--- src/rtl/reg_file32_pkg.sv ---
// Shared CPU constants for the register file.
// Address width, register count, default data width, zero register.
package reg_file32_pkg;

  localparam int REG_ADDR_W = 5;
  localparam int NUM_REGS = 32;
  localparam int DATA_W = 32;
  localparam logic [REG_ADDR_W-1:0] ZERO_REG = 5'd0;

  typedef logic [REG_ADDR_W-1:0] reg_addr_t;

endpackage

--- src/rtl/DEC5T32E.sv ---
// 5-to-32 enabled one-hot decoder.
// Ports: I (5b select), En (enable), D (32b one-hot, all zero when En=0).
module DEC5T32E (
  input  logic [4:0]  I,
  input  logic        En,
  output logic [31:0] D
);

  always_comb begin
    D = '0;
    if (En) D[I] = 1'b1;
  end

endmodule

--- src/rtl/reg_file32.sv ---
// 32 x DATA_W register file, r0 hardwired to zero, 2 async reads + debug read.
// Ports: clk, rst (sync high), ra1/ra2 -> rd1/rd2, wa/wd/we write, dbg_a -> dbg_d.
module reg_file32 #(
  parameter int DATA_W = reg_file32_pkg::DATA_W,
  parameter bit BYPASS = 1'b1
) (
  input  logic              clk,
  input  logic              rst,
  input  logic [4:0]        ra1,
  input  logic [4:0]        ra2,
  output logic [DATA_W-1:0] rd1,
  output logic [DATA_W-1:0] rd2,
  input  logic [4:0]        wa,
  input  logic [DATA_W-1:0] wd,
  input  logic              we,
  input  logic [4:0]        dbg_a,
  output logic [DATA_W-1:0] dbg_d
);

  import reg_file32_pkg::*;

  logic [NUM_REGS-1:0] wr_en;
  logic [DATA_W-1:0]   regs [1:NUM_REGS-1];
  logic [DATA_W-1:0]   rf_view [NUM_REGS];
  logic                wr_hit;
  logic                unused_en0;

  DEC5T32E u_dec (
    .I  (wa),
    .En (we & ~rst),
    .D  (wr_en)
  );

  // r0 has no storage, so its enable goes nowhere.
  assign unused_en0 = wr_en[ZERO_REG];

  always_ff @(posedge clk) begin
    if (rst) begin
      for (int i = 1; i < NUM_REGS; i++)
        regs[i] <= '0;
    end else begin
      for (int i = 1; i < NUM_REGS; i++)
        if (wr_en[i]) regs[i] <= wd;
    end
  end

  always_comb begin
    rf_view[0] = '0;
    for (int i = 1; i < NUM_REGS; i++)
      rf_view[i] = regs[i];
  end

  // A write that will actually land this edge.
  assign wr_hit = we & ~rst & (wa != ZERO_REG);

  function automatic logic [DATA_W-1:0] rd_port(
    input logic [4:0] a,
    input logic       byp_ok
  );
    if (BYPASS && byp_ok && wr_hit && (a == wa))
      return wd;
    return rf_view[a];
  endfunction

  always_comb begin
    rd1   = rd_port(ra1, 1'b1);
    rd2   = rd_port(ra2, 1'b1);
    dbg_d = rd_port(dbg_a, 1'b0);
  end

endmodule

--- config.mk ---
export PLATFORM = sky130hd
export DESIGN_NAME = reg_file32
export DESIGN_NICKNAME = d
export VERILOG_FILES = /design/src/rtl/reg_file32_pkg.sv /design/src/rtl/DEC5T32E.sv /design/src/rtl/reg_file32.sv
export SDC_FILE = /design/constraint.sdc
export NUM_CORES = 2
export LEC_CHECK = 0
export CAP_MARGIN = 5
export CORE_MARGIN = 1.5
export CORE_UTILIZATION = 25
export DETAILED_ROUTE_END_ITERATION = 10
export MAX_ROUTING_LAYER = met4
export PLACE_DENSITY_LB_ADDON = 0.3
export SYNTH_ARGS = -nofsm -noshare
export SYNTH_HDL_FRONTEND = slang
export SYNTH_SLANG_ARGS = --single-unit
export TNS_END_PERCENT = 1
--- constraint.sdc ---
create_clock -name clk -period 3.35 [get_ports clk]
set_input_delay 0.5025 -clock clk [delete_from_list [all_inputs] [get_ports clk]]
set_output_delay 0.5025 -clock clk [all_outputs]
set_load 0.01 [all_outputs]
==> impl_metrics.tcl <==
set metrics [dict create \
    outcome "finished with violations" \
    path_depth 7 \
    initial_core_util 0.252 \
    hold_end "regs[0][194]" \
    hpwl_mm 180 \
    core_um2 244000 \
    synth.cells.most_frequent "and2_1, edfxtp_1, mux4_2, clkbuf_1, mux2_2" \
    finalMaxSlewViolations 0 \
    cpMaxStageDelayCell "mux4_2" \
    row_count 181 \
    cts_hold_buf 0 \
    cts_buffers 105 \
    antenna_found_initial 19 \
    die-area_um2 249000 \
    start_kind "flip-flop" \
    clk_path_buf_depth 3 \
    overflow 0 \
    via_count 43213 \
    synth_top_family_by_area "multiplexers" \
    comb_power_share 0.201 \
    worst_path_dominant_cell_family "multiplexers" \
    vdd_drop_max_uv 395 \
    p_total_mw 33.5 \
    layout.nets 4625 \
    yosysTopAreaCell "edfxtp_1" \
    hold_viol_final 0 \
    setup_ws_ps -203 \
    final_antenna_net_count 0 \
    grt_max_degree 33 \
    finalSetupViolCount 8 \
    synth_compound_area_frac 0.0428 \
    syn_area_um2 61400 \
    critical_path_class "flip-flop to output pin" \
    ys_seq_area_frac 0.485 \
    synth.avg_cell_area_um2 14.7 \
    io_buffers 150 \
    synth_xor_area_frac 0.00143 \
    htree_levels 3 \
    pre_cts_ws_ps -1190 \
    fin_crit_ps 3550 \
    cp.required_ps 2850 \
    synth_area_leaders "edfxtp_1, mux4_2, and2_1" \
    synth-edff-count 992 \
    clock-sinks 992 \
    tightest_slew_ps 801 \
    ys_async_sr_fraction 0 \
    worstHoldStart "wa[2]" \
    critPathCaptureType "output pin" \
    synthToLayoutAreaGrowth_pct 24.3 \
    cap_viol_max_count 0 \
    max_freq_ghz 0.281 \
    gp_congestion 0.917 \
    die_h_um 499 \
    yosys.area_share.simple 0.129 \
    internal_power_mw 24.1 \
    hold_ws_ps 644 \
    via_per_inst 5.50 \
    routedWlPerCell_um 33.8 \
    power_density_nw_per_um2 439 \
    crit_path_max_fanout 2 \
    die_w_um 499 \
    wl_mm 266 \
    largest-register "regs" \
    p_switching_mw 9.40 \
    synth_nets 4233 \
    fillerInstances 23776 \
    ys_warn_count 0 \
    final_layout_size_suffix_gt1_frac 0.411 \
    violations "negative setup slack" \
    fin_crit_sh 1.06 \
    tritoncts "yes" \
    grt_usage 0.216 \
    critPathMaxStageDelay_ps 460 \
    reg.largest.list "regs x992" \
    ios 151 \
    grt_pass1_wl_mm 365 \
    root_buffer "clkbuf_16" \
    rsz0062_at_grt "yes" \
    yosysUniqueCellTypes 41 \
    yosysMostFrequentCell "and2_1" \
    muxShareOfSynthArea 0.308 \
    largest_reg_flops 992 \
    grt_pass1_vias 43256 \
    drc 0 \
    yosysTopAreaCellShare 0.485 \
    synth_cells 4178 \
    hold_path_class "primary input to flip-flop" \
    total_leakage_power_nw 26.2 \
    hold_path_depth 5 \
    drt-initial-drc-count 5690 \
    ys_ff_latch 992 \
    dr.pass1.iters 5 \
    crit_arrival_ps 3050 \
    synth-main-ff-cell "edfxtp_1" \
    yosys.area_share.adder 0 \
    cp_num_buf_inv 3 \
    crit_chain "buf_4 > mux4_2 > mux2_2 > a211oi_2 > nor3_4 > buf_4 > dlygate4sd2_1" \
    path_clk_slew_ps 70 \
    pwr-share-seq 0.443 \
    critical_path.most_common_cell "buf_4" \
    sw_frac_of_total 0.280 \
    clkPwrFrac 0.357 \
    relSlewSlack 0.466 \
]
-- layout by cell type (no fill, tap or decap), types with 20 or more instances in the layout --
cell,netlist,final
a221oi_1,95,93
a22o_1,32,32
and2_1,993,992
buf_12,0,183
buf_2,106,26
buf_4,21,432
buf_6,3,27
clkbuf_16,0,109
clkdlybuf4s15_1,0,20
clkdlybuf4s50_1,0,36
clkinv_1,0,20
clkinv_2,0,24
edfxtp_1,992,992
mux2_2,181,153
mux2_4,0,28
mux2i_1,113,113
mux4_2,700,700
nand2_1,58,57
nor2_1,88,50
nor2_4,0,32
nor3_1,76,52
o22ai_1,94,87
or2_2,33,32
-- power groups by stage --
stage	Clock (mW)	Combinational, mW	Sequential, mW
global placement	0	6.59	15.0
floorplan	0	3.34	14.9
CTS	12.1	6.67	14.8
global route	12.5	6.90	14.9
finish	12.0	6.72	14.9
detailed placement	0	6.57	15.1
-- area by class of cell --
| class | count | area (µm²) | area share |
|---|---|---|---|
| multi-input combinational | 2693 | 30600 | 0.401 |
| sequential | 992 | 29800 | 0.390 |
| antenna | 6 | 15.0 | 0.000197 |
| tap | 3202 | 4010 | 0.0525 |
| clock inverter | 63 | 547 | 0.00716 |
| timing repair buffer | 777 | 8580 | 0.112 |
| clock buffer | 127 | 2800 | 0.0366 |
| inverter | 1 | 3.75 | 0.0000492 |
-- repair_timing --
item / 4_1_cts / 5_1_grt
pin swaps: 31 / 8
setup endpoints to repair: 96 / 49
cloned: 1 / 0
buffers inserted: 4 / 0
gates resized for setup: 434 / 39
-- layer usage --
layer | wire [µm] | track usage | share of wire | vias to the layer above
met2 | 128000 | 0.347 | 0.48 | 2561
met4 | 15000 | 0.108 | 0.056 | 0
met5 | 0 | - | 0 | -
li1 | - | - | - | 17339
met1 | 101000 | 0.262 | 0.38 | 22729
met3 | 22400 | 0.0369 | 0.084 | 584
-- worst max path at each step --
stage               slack, ps         start        to
detailed placement      -1190         wa[3]   rd1[17]
CTS                      -250  regs[0][682]   rd2[10]
floorplan                 470      dbg_a[1]  dbg_d[1]
global placement        -1200         wa[3]   rd2[10]
finish                   -200  regs[0][330]   rd2[10]
global route             -210  regs[0][330]   rd2[10]
-- per-stage QoR --
step	cells	util	TNS [ps]	cell area, µm²
after CTS	7855	0.313	-1330	76200
after detailed placement	7660	0.296	-49790	72100
after global placement	7660	0.296	-49170	72100
after global routing	7858	0.313	-787	76300
final	7861	0.313	-444	76300
after floorplan	4178	-	0	61400
-- logic make-up (layout without fill, tap and decap cells) --
logic type	count (synthesis)	count (layout)
muxes	994	994
AOI/OAI and AO/OA	355	355
other	0	6
xor gates and xnor gates	10	10
and+or+nand+nor	1334	1334
buffers and inverters	493	968
DFF	992	992
Power figures use the tool's default switching activity.
